### config.mk
export PLATFORM = sky130hd
export DESIGN_NAME = otter_ctrl_unit
export DESIGN_NICKNAME = d
export VERILOG_FILES = /design/src/rtl/otter_ctrl_unit.sv
export SDC_FILE = /design/constraint.sdc
export NUM_CORES = 1
export LEC_CHECK = 0
export ABC_AREA = 1
export BUFFER_PORTS_ARGS = -buffer_cell sky130_fd_sc_hd__buf_2
export CAP_MARGIN = 20
export CORE_UTILIZATION = 30
export CTS_CLUSTER_SIZE = 10
export DETAILED_ROUTE_END_ITERATION = 10
export GPL_TIMING_DRIVEN = 0
export PLACE_DENSITY = 0.79
export SETUP_SLACK_MARGIN = 0.3
export SKIP_LAST_GASP = 1
export SLEW_MARGIN = 20
export SYNTH_ARGS = -nofsm -noshare
export SYNTH_HDL_FRONTEND = slang
export SYNTH_SLANG_ARGS = --single-unit
export TNS_END_PERCENT = 1
### constraint.sdc
create_clock -name CLK -period 1.35 [get_ports CLK]
set_input_delay 0.2025 -clock CLK [delete_from_list [all_inputs] [get_ports CLK]]
set_output_delay 0.2025 -clock CLK [all_outputs]
set_load 0.01 [all_outputs]
### src/rtl/otter_ctrl_unit.sv
// otter_ctrl_unit: multi-cycle FSM + decoder for the OTTER RV32I core.
// In: CLK, RST_N, IR, BR_EQ/LT/LTU, INTR. Out: PC/RF/MEM/ALU selects+enables.
module otter_ctrl_unit #(
    parameter bit INTR_EN = 1'b1
) (
    input  logic        CLK,
    input  logic        RST_N,
    input  logic [31:0] IR,
    input  logic        BR_EQ,
    input  logic        BR_LT,
    input  logic        BR_LTU,
    input  logic        INTR,
    output logic        PC_WE,
    output logic [2:0]  PC_SEL,
    output logic        RF_WE,
    output logic [1:0]  RF_WR_SEL,
    output logic        MEM_RDEN1,
    output logic        MEM_RDEN2,
    output logic        MEM_WE2,
    output logic [3:0]  ALU_FUNC,
    output logic        SRCA_SEL,
    output logic [1:0]  SRCB_SEL,
    output logic        INT_TAKEN,
    output logic        ILLEGAL
);

    typedef enum logic [1:0] {
        ST_FETCH,
        ST_EXEC,
        ST_WB,
        ST_INTR
    } state_t;

    localparam logic [6:0] OPC_OP     = 7'b0110011;
    localparam logic [6:0] OPC_OPIMM  = 7'b0010011;
    localparam logic [6:0] OPC_LUI    = 7'b0110111;
    localparam logic [6:0] OPC_AUIPC  = 7'b0010111;
    localparam logic [6:0] OPC_JAL    = 7'b1101111;
    localparam logic [6:0] OPC_JALR   = 7'b1100111;
    localparam logic [6:0] OPC_LOAD   = 7'b0000011;
    localparam logic [6:0] OPC_STORE  = 7'b0100011;
    localparam logic [6:0] OPC_BRANCH = 7'b1100011;

    state_t      state;
    logic [6:0]  opcode;
    logic [2:0]  funct3;
    logic        br_legal;
    logic        br_taken;
    logic        take_intr;
    state_t      exit_state;

    assign opcode = IR[6:0];
    assign funct3 = IR[14:12];

    // INTR only matters at the edge that ends an instruction
    assign take_intr  = INTR_EN && INTR;
    assign exit_state = take_intr ? ST_INTR : ST_FETCH;

    always_comb begin
        br_legal = 1'b1;
        br_taken = 1'b0;
        case (funct3)
            3'b000:  br_taken = BR_EQ;
            3'b001:  br_taken = !BR_EQ;
            3'b100:  br_taken = BR_LT;
            3'b101:  br_taken = !BR_LT;
            3'b110:  br_taken = BR_LTU;
            3'b111:  br_taken = !BR_LTU;
            default: br_legal = 1'b0;
        endcase
    end

    always_ff @(posedge CLK or negedge RST_N) begin
        if (!RST_N) begin
            state <= ST_FETCH;
        end else begin
            case (state)
                ST_FETCH: state <= ST_EXEC;
                ST_EXEC:  state <= (opcode == OPC_LOAD) ? ST_WB : exit_state;
                ST_WB:    state <= exit_state;
                default:  state <= ST_FETCH;
            endcase
        end
    end

    always_comb begin
        PC_WE     = 1'b0;
        PC_SEL    = 3'd0;
        RF_WE     = 1'b0;
        RF_WR_SEL = 2'd0;
        MEM_RDEN1 = 1'b0;
        MEM_RDEN2 = 1'b0;
        MEM_WE2   = 1'b0;
        ALU_FUNC  = 4'd0;
        SRCA_SEL  = 1'b0;
        SRCB_SEL  = 2'd0;
        INT_TAKEN = 1'b0;
        ILLEGAL   = 1'b0;
        // Outputs are forced quiet for the whole reset assertion
        if (RST_N) begin
            case (state)
                ST_FETCH: MEM_RDEN1 = 1'b1;
                ST_EXEC: begin
                    PC_WE = 1'b1;
                    case (opcode)
                        OPC_OP: begin
                            RF_WE     = 1'b1;
                            RF_WR_SEL = 2'd3;
                            ALU_FUNC  = {IR[30], funct3};
                        end
                        OPC_OPIMM: begin
                            RF_WE     = 1'b1;
                            RF_WR_SEL = 2'd3;
                            SRCB_SEL  = 2'd1;
                            // IR[30] is immediate data except for SRLI/SRAI
                            ALU_FUNC  = (funct3 == 3'b101) ?
                                        {IR[30], funct3} : {1'b0, funct3};
                        end
                        OPC_LUI: begin
                            RF_WE     = 1'b1;
                            RF_WR_SEL = 2'd3;
                            SRCA_SEL  = 1'b1;
                            ALU_FUNC  = 4'b1001;
                        end
                        OPC_AUIPC: begin
                            RF_WE     = 1'b1;
                            RF_WR_SEL = 2'd3;
                            SRCA_SEL  = 1'b1;
                            SRCB_SEL  = 2'd3;
                        end
                        OPC_JAL: begin
                            PC_SEL = 3'd3;
                            RF_WE  = 1'b1;
                        end
                        OPC_JALR: begin
                            PC_SEL = 3'd1;
                            RF_WE  = 1'b1;
                        end
                        OPC_LOAD: begin
                            SRCB_SEL  = 2'd1;
                            MEM_RDEN2 = 1'b1;
                        end
                        OPC_STORE: begin
                            SRCB_SEL = 2'd2;
                            MEM_WE2  = 1'b1;
                        end
                        OPC_BRANCH: begin
                            if (!br_legal)
                                ILLEGAL = 1'b1;
                            else if (br_taken)
                                PC_SEL = 3'd2;
                        end
                        default: ILLEGAL = 1'b1;
                    endcase
                end
                ST_WB: begin
                    RF_WE     = 1'b1;
                    RF_WR_SEL = 2'd2;
                end
                default: begin
                    PC_WE     = 1'b1;
                    PC_SEL    = 3'd4;
                    INT_TAKEN = 1'b1;
                end
            endcase
        end
    end

endmodule

-- Yosys cells after proc, flatten, opt, wreduce, memory -nomap -nowiden
Cells that the tools add are included.
- output and inout bits: 19
- register bits: 2
- bits of input ports: 38
- logic and storage cells: 72
- reductions and logical operators: 13
- multiplexer cells: 42
- eq/ne operators: 16
- operators with widths (operator ; number):
    7-bit by 6-bit == test with 1-bit output, second input constant ; 3
    7-bit == test, second input constant ; 3
    1-bit two-way mux ; 21
    2-bit case mux with 3 select lines ; 3
    2-bit two-way mux ; 8
    7-bit by 5-bit == test with 1-bit output, second input constant ; 2
    3-bit == test, second input constant ; 4
    4-bit two-way mux ; 3
    4-bit case mux with 3 select lines ; 1
    6-bit OR reduction ; 2
    8-bit OR reduction ; 1
    7-bit by 2-bit == test with 1-bit output, second input constant ; 1
    1-bit case mux with 6 select lines ; 1
    3-bit case mux with 2 select lines ; 1
    2-bit OR reduction ; 3
    1-bit case mux with 2 select lines ; 2
    2-bit case mux with 2 select lines ; 1
    4-bit OR reduction ; 1
    3-bit by 1-bit == test with 1-bit output, second input constant ; 1
    1-bit zero test ; 3
    3-bit zero test ; 1
    3-bit two-way mux ; 1
    3-bit OR reduction ; 1
    2-bit by 1-bit == test with 1-bit output, second input constant ; 1
    2 further kinds ; 2

-- Depth between registers and ports, before layout
Gate-level depths: netlist (run 1).
- word-level depth: 7
- depth in mapped cells: 7
- depth with buffers taken out: 7

-- Worst setup path after synthesis (run 1)
No wires, ideal clock.
- path kind: register to output
- start point: register state[1]
- end point: output ALU_FUNC[1]
- path buffers: 0
- required time: 1148 ps
- cell stages (with the launch flop): 7
- arrival: 1252 ps
- slack: -105 ps
- cell sequence: dfrtp_1 inv_1 ha_1 nand2_1 inv_1 nand2_1 nor3_1
- word-level cells in the longest chain between the ends: 3
- ends and longest elaborated chain (element ; line ; source):
    from (decl) ; 44 ; state_t state;
    from (signal assigned) ; 79 ; ST_EXEC: state <= (opcode == OPC_LOAD) ? ST_WB : exit_state;
    from (signal assigned) ; 80 ; ST_WB: state <= exit_state;
    2-bit by 1-bit == test with 1-bit output ; 101 ; case (state)
    4-bit two-way mux ; 101 ;
    4-bit two-way mux ; 100 ; if (RST_N) begin
    to (decl) ; 20 ; output logic [3:0] ALU_FUNC,
Every way passes these cells.

-- Worst setup path after layout (run 1)
- start point: register state[1]
- end point: output RF_WR_SEL[1]
- word-level cells in the longest chain between the ends: 3
- elaborated cells on any way between the ends: 4
- those cells by class: 2 x eq/ne; 2 x mux
- ends and longest elaborated chain (element ; line ; source):
    2-bit == test / 2-bit by 1-bit == test with 1-bit output (equally long branches) ; 101 ;
    2-bit case mux with 2 select lines * ; 101 ;
    2-bit two-way mux * ; 100 ;
    to (decl) ; 16 ; output logic [1:0] RF_WR_SEL,
Every way passes the cells marked *; elsewhere a longest branch is shown, timed or not.

==> results.toml, run 1 <==
[synth]
ys_types = 17
netlist_instances = 96
syn_area_um2 = 509
seq_area_frac_synth_pct = 9.83
synth_most_common_cell = "nand2_1"
synth_fa_ha_area_share_pct = 9.83
yosys.area_share.simple_pct = 50.4
synth_top_area_share_pct = 15.5
yosysTopAreaCell = "nand2_1"
synth_compound_area_share_pct = 13.0
yosysWarnings = 0
synth-xor-area-share_pct = 0
synthArstFlopShare_pct = 100
synthFlopType = "dfrtp_1"
synthTopCellsByArea = "nand2_1, inv_1, nand3_1"
synthTopCellsByCount = "nand2_1, inv_1, nand3_1, nor2_1"
synth_top_family_by_area = "simple AND/OR/NAND/NOR gates"
syn_avg_cell_area_um2 = 5.30
synth_edf_count = 0
syn_nets = 138
synth_seq_cells = 2
synthMuxAreaShare_pct = 0

[drt]
vias = 765
wl_mm = 1.69
post_drt_wl_per_cell_um = 10.9
firstDrtPassIters = 5
dr.first_iter.drc_count = 17
drc = 0
ant_nets = 0
routed_via_density = 4.94

[floorplan]
ios = 57
dieWidth_um = 43.2
core_mm2 = 0.00154
std_cell_rows = 14
die_area_mm2 = 0.00187
die_h_um = 43.2
start_util_pct = 33.0

[global_route]
grt_pass1_vias = 687
grt_pass1_wl_mm = 2.71
antenna_found_initial = 0
track_usage_pct = 18.9
grt-ovfl-total = 0
grt_start_max_net_pins = 8

[clock_tree]
cts_buffer_depth = 2
cts_tree = "built"
cts_buffers = 3
path_clk_slew_ns = 0.03
cts-root-buf = "clkbuf_4"
htreeDepth = 1
clk_latency_ns = 0.22
clock_sinks = 2

[sta]
max_freq_mhz = 617
final.setup.worst_slack_ns = -0.272
relSlewSlack_pct = 72.6
finalClockSkew_ns = 0.000722
tns_ns = -3.25
tightest_slew_ns = 0.408
finalMaxSlewViolations = 0
hold_violations = 0
timing.hold.ws_ns = 0.278
period_share_pct = 120
min_period_ns = 1.62
finalSetupViolCount = 19
rsz0062_at_grt = "yes"

[placement]
dpl.cell_count = 147
postPlaceCellArea_um2 = 767
gp_congestion = 0.847
hpwl_mm = 1.32
dp_slack_ns = -0.148
numPortBuffers = 35

[finish]
final_cell_count_no_fill = 155
largest_reg_flops = 2
n_fill_cell = 145
fin_nets = 183
drive_gt1_share_pct = 47.5
regMostFlops = "state"
final_cell_area_um2 = 882
largestRegisters = "state x2"
antenna_cells = 0
syn_to_final_growth_pct = 73.2

[run_status]
failed_checks = "negative setup slack"
status = "finished with violations"

[setup_path]
endpoint = "RF_WR_SEL[1]"
r2r-end = "state[1]"
path_class = "flop to output port"
r2r_start = "state[0]"
cp_max_fo = 3
worst-r2r-cell-count = 4
cp-start-kind = "flop"
worstPathArrival_ns = 1.42
crit_path_start = "state[1]"
rrSetupSlack_ns = 0.23
required_ns = 1.15
cp-end-kind = "output port"

[power]
p_clk_share_pct = 12.7
switching_share_pct = 45.4
powerDensity_mw_per_mm2 = 1150
internal_power_mw = 0.552
seq_power_share_pct = 12.2
p_sw_mw = 0.459
power.leakage_nw = 0.508
power_frac_comb_pct = 75.2
peakVddDrop_mv = 0.650

[hold_path]
hp-start = "INTR"
hp-class = "primary input to flop"

[flow_run]
drv_cap = 0
[area by class of cell]
type / count / area, µm² / share of cell area (%)
repair buffers: 40 / 228 / 25.8
inverters: 21 / 81.3 / 9.22
plain buffers: 1 / 7.51 / 0.851
flip-flops and latches: 2 / 50.0 / 5.67
well taps: 16 / 20.0 / 2.27
clock buffers: 3 / 22.5 / 2.55
multi-input cells: 72 / 473 / 53.6
[layer usage]
metal  global-route usage (%)  vias up  wire length, µm
met2                     31.0       24              806
met5                        0        -                0
met3                     1.28        2               81
met4                     5.45        0               17
li1                         -      399                -
met1                     26.2      340              782
[timing repair]
action                     in CTS  in global routing
hold buffers                    1                  0
setup endpoints to repair      21                 21
setup buffers                   4                  0
hold endpoints to repair        2                  0
pin swaps                       2                  0
resized for setup               6                  3
[worst min path at each step]
stage                to  slack, ns  cells past startpoint
6_report       state[1]       0.28                      3
5_1_grt        state[0]       0.29                      3
4_1_cts        state[1]       0.27                      3
3_5_place_dp   state[1]       0.05                      1
3_3_place_gp   state[1]       0.04                      1
2_1_floorplan  state[0]      -0.09                      0
[placed cells by master (no fill, tap or decap), drive strengths merged]
cell,instances
inv,21
clkbuf,3
buf,40
nor3,8
nor3b,1
nand2,22
o22ai,1
nand4,1
o21ai,5
a21oi,7
dlygate4sd3,1
dfrtp,2
ha,4
nor2,9
nand3,14
[power groups by stage]
stage / Clock [mW] / Combinational [mW] / Sequential, mW
after global routing: 0.143 / 0.814 / 0.125
after CTS: 0.133 / 0.713 / 0.121
final: 0.128 / 0.761 / 0.123
after detailed placement: 0 / 0.507 / 0.125
after floorplan: 0 / 0.366 / 0.120
after global placement: 0 / 0.495 / 0.124
[stage by stage]
step | utilization [%] | total power, mW
floorplan | - | 0.485
global placement | 49.8 | 0.619
detailed placement | 49.8 | 0.632
CTS | 56.7 | 0.966
global route | 57.2 | 1.08
finish | 57.2 | 1.01
[critical path: stages (launching register included)]
cell	delay [ns]
dfrtp_1	0.36
inv_2	0.07
buf_12	0.12
ha_4	0.27
nand3_4	0.09
o21ai_2	0.13
buf_2	0.15
[logic make-up after synthesis]
family                   Yosys count
adder cells (fa/ha/maj)            4
flip-flops                         2
AND/OR/NAND/NOR                   55
AO/OA/AOI/OAI                     13
buffers and inverters             22
Note: power is estimated with default switching activity, not from simulation.
==> run 2, diff against run 1 <==
==> constraint.sdc (replaced) <==
create_clock -name CLK -period 1.35 [get_ports CLK]
set_input_delay 0.2025 -clock CLK [delete_from_list [all_inputs] [get_ports CLK]]
set_output_delay 0.2025 -clock CLK [all_outputs]
set_load 0.05 [all_outputs]
==> run 2 against run 1 <==
The run still ends with negative setup slack left. Clock-buffer cell count is the same. Sequential share of layout area shrank 1.0 points. Register-to-register slack is essentially flat. Flip-flop and latch count is the same. Cell count grew 1.3%. Largest cell class unchanged.
==> results.toml, run 2 (synthesis results as in run 1) <==
[run_status]
status = "finished with violations"
failed_checks = "negative setup slack"

[floorplan]
core_mm2 = 0.00154
die_h_um = 43.2
std_cell_rows = 14
ios = 57
die_area_mm2 = 0.00187
start_util_pct = 33.0
dieWidth_um = 43.2

[global_route]
grt-ovfl-total = 0
grt_start_max_net_pins = 8
grt_pass1_vias = 717
antenna_found_initial = 0
grt_pass1_wl_mm = 2.87
track_usage_pct = 20.0

[power]
power.leakage_nw = 0.525
powerDensity_mw_per_mm2 = 1240
power_mw = 1.33
peakVddDrop_mv = 0.752

[drt]
post_drt_wl_per_cell_um = 10.7
routed_via_density = 5.03
wl_mm = 1.69
vias = 790
dr.first_iter.drc_count = 15
drc = 0
ant_nets = 0
firstDrtPassIters = 4

[placement]
dp_slack_ns = -0.403
gp_congestion = 0.802
numPortBuffers = 35
hpwl_mm = 1.29
postPlaceCellArea_um2 = 863

[clock_tree]
htreeDepth = 1
cts-root-buf = "clkbuf_4"
cts_buffers = 3
cts_tree = "built"
clock_sinks = 2
cts_buffer_depth = 2
clk_latency_ns = 0.23
path_clk_slew_ns = 0.03

[sta]
tightest_slew_ns = 0.389
finalClockSkew_ns = 0.00138
timing.hold.ws_ns = 0.270
final.setup.worst_slack_ns = -0.348
finalSetupViolCount = 19
hold_violations = 0
finalMaxSlewViolations = 0
period_share_pct = 126
relSlewSlack_pct = 74.0
max_freq_mhz = 589
tns_ns = -5.63
min_period_ns = 1.70
rsz0062_at_grt = "yes"

[setup_path]
required_ns = 1.15
worstPathArrival_ns = 1.50
cp-start-kind = "flop"
r2r_start = "state[1]"
cp_max_fo = 6
path_class = "flop to output port"
crit_path_start = "state[1]"
cp-end-kind = "output port"

[flow_run]
drv_cap = 0

[finish]
layout_common_cells = "buf_2, nand2_1, inv_1"
layout_commonest_cell = "buf_2"
largestRegisters = "state x2"
fin_nets = 185
drive_gt1_share_pct = 54.6
final_cell_area_mm2 = 0.00107
syn_to_final_growth_pct = 111
antenna_cells = 0
largest_reg_flops = 2
regMostFlops = "state"

[hold_path]
hp-class = "primary input to flop"
hp-start = "INTR"
run 2: cell types whose count changed in the layout (fill, tap and decap cells not counted), moves of 2 or more:
cell	previous run	this run
buf_2	35	24
buf_6	0	9
buf_4	4	8
nor2_1	7	3
a21oi_1	6	3
a21oi_2	1	4
nor2_4	0	3
nor3_4	1	4
nand2_4	2	0
nand2_8	0	2
nor3_2	3	1
o21ai_4	0	2
run 2: cell type report:
cell class,instances,area (µm²)
multi-input combinational,72,596
fill,130,468
timing repair buffer,42,292
inverter,21,86.3
sequential,2,50.0
clock buffer,3,22.5
tap,16,20.0
buffer,1,7.51
run 2: final timing paths:
kind / to / slack [ns] / depth (start not counted)
setup reg to reg: state[1] / 0.23 / 5
setup / recovery: SRCB_SEL[1] / -0.35 / 7
hold / removal: state[1] / 0.27 / 3
min in group asynchronous: state[1] / 0.49 / 2
hold reg to reg: state[1] / 0.82 / 2
max in group asynchronous: state[0] / 0.73 / 2
run 2: worst max-delay path, cell delays in order (launching register included):
cell     delay, ns
dfrtp_1       0.39
inv_2         0.09
ha_4          0.18
nand2_8       0.09
inv_8         0.09
nand2_8       0.07
o22ai_4       0.18
buf_6         0.18
run 2: repair_timing:
| action | in CTS | in global routing |
|---|---|---|
| resized for setup | 27 | 5 |
| hold buffers | 1 | 0 |
| hold endpoints to repair | 2 | 0 |
| pin swaps | 3 | 1 |
| buffers inserted | 5 | 1 |
| setup endpoints to repair | 21 | 21 |
run 2: layer usage:
| layer | part of all wire [%] | wire [µm] | GRT usage, % |
|---|---|---|---|
| met4 | 0.30 | 5 | 6.06 |
| met3 | 5.4 | 91 | 2.98 |
| met5 | 0 | 0 | 0 |
| met2 | 52 | 882 | 36.7 |
| met1 | 42 | 705 | 23.3 |
run 2: through the flow:
stage                     instances  utilization [%]
after floorplan                  96                -
after global placement          147             56.0
after detailed placement        147             56.0
after CTS                       156             67.8
after global routing            157             69.6
final                           157             69.6
run 2: where the power goes:
group	switching [mW]	total [mW]	internal, mW
Sequential	0.0336	0.124	0.0900
Clock	0.0372	0.136	0.0984
Combinational	0.637	1.08	0.439
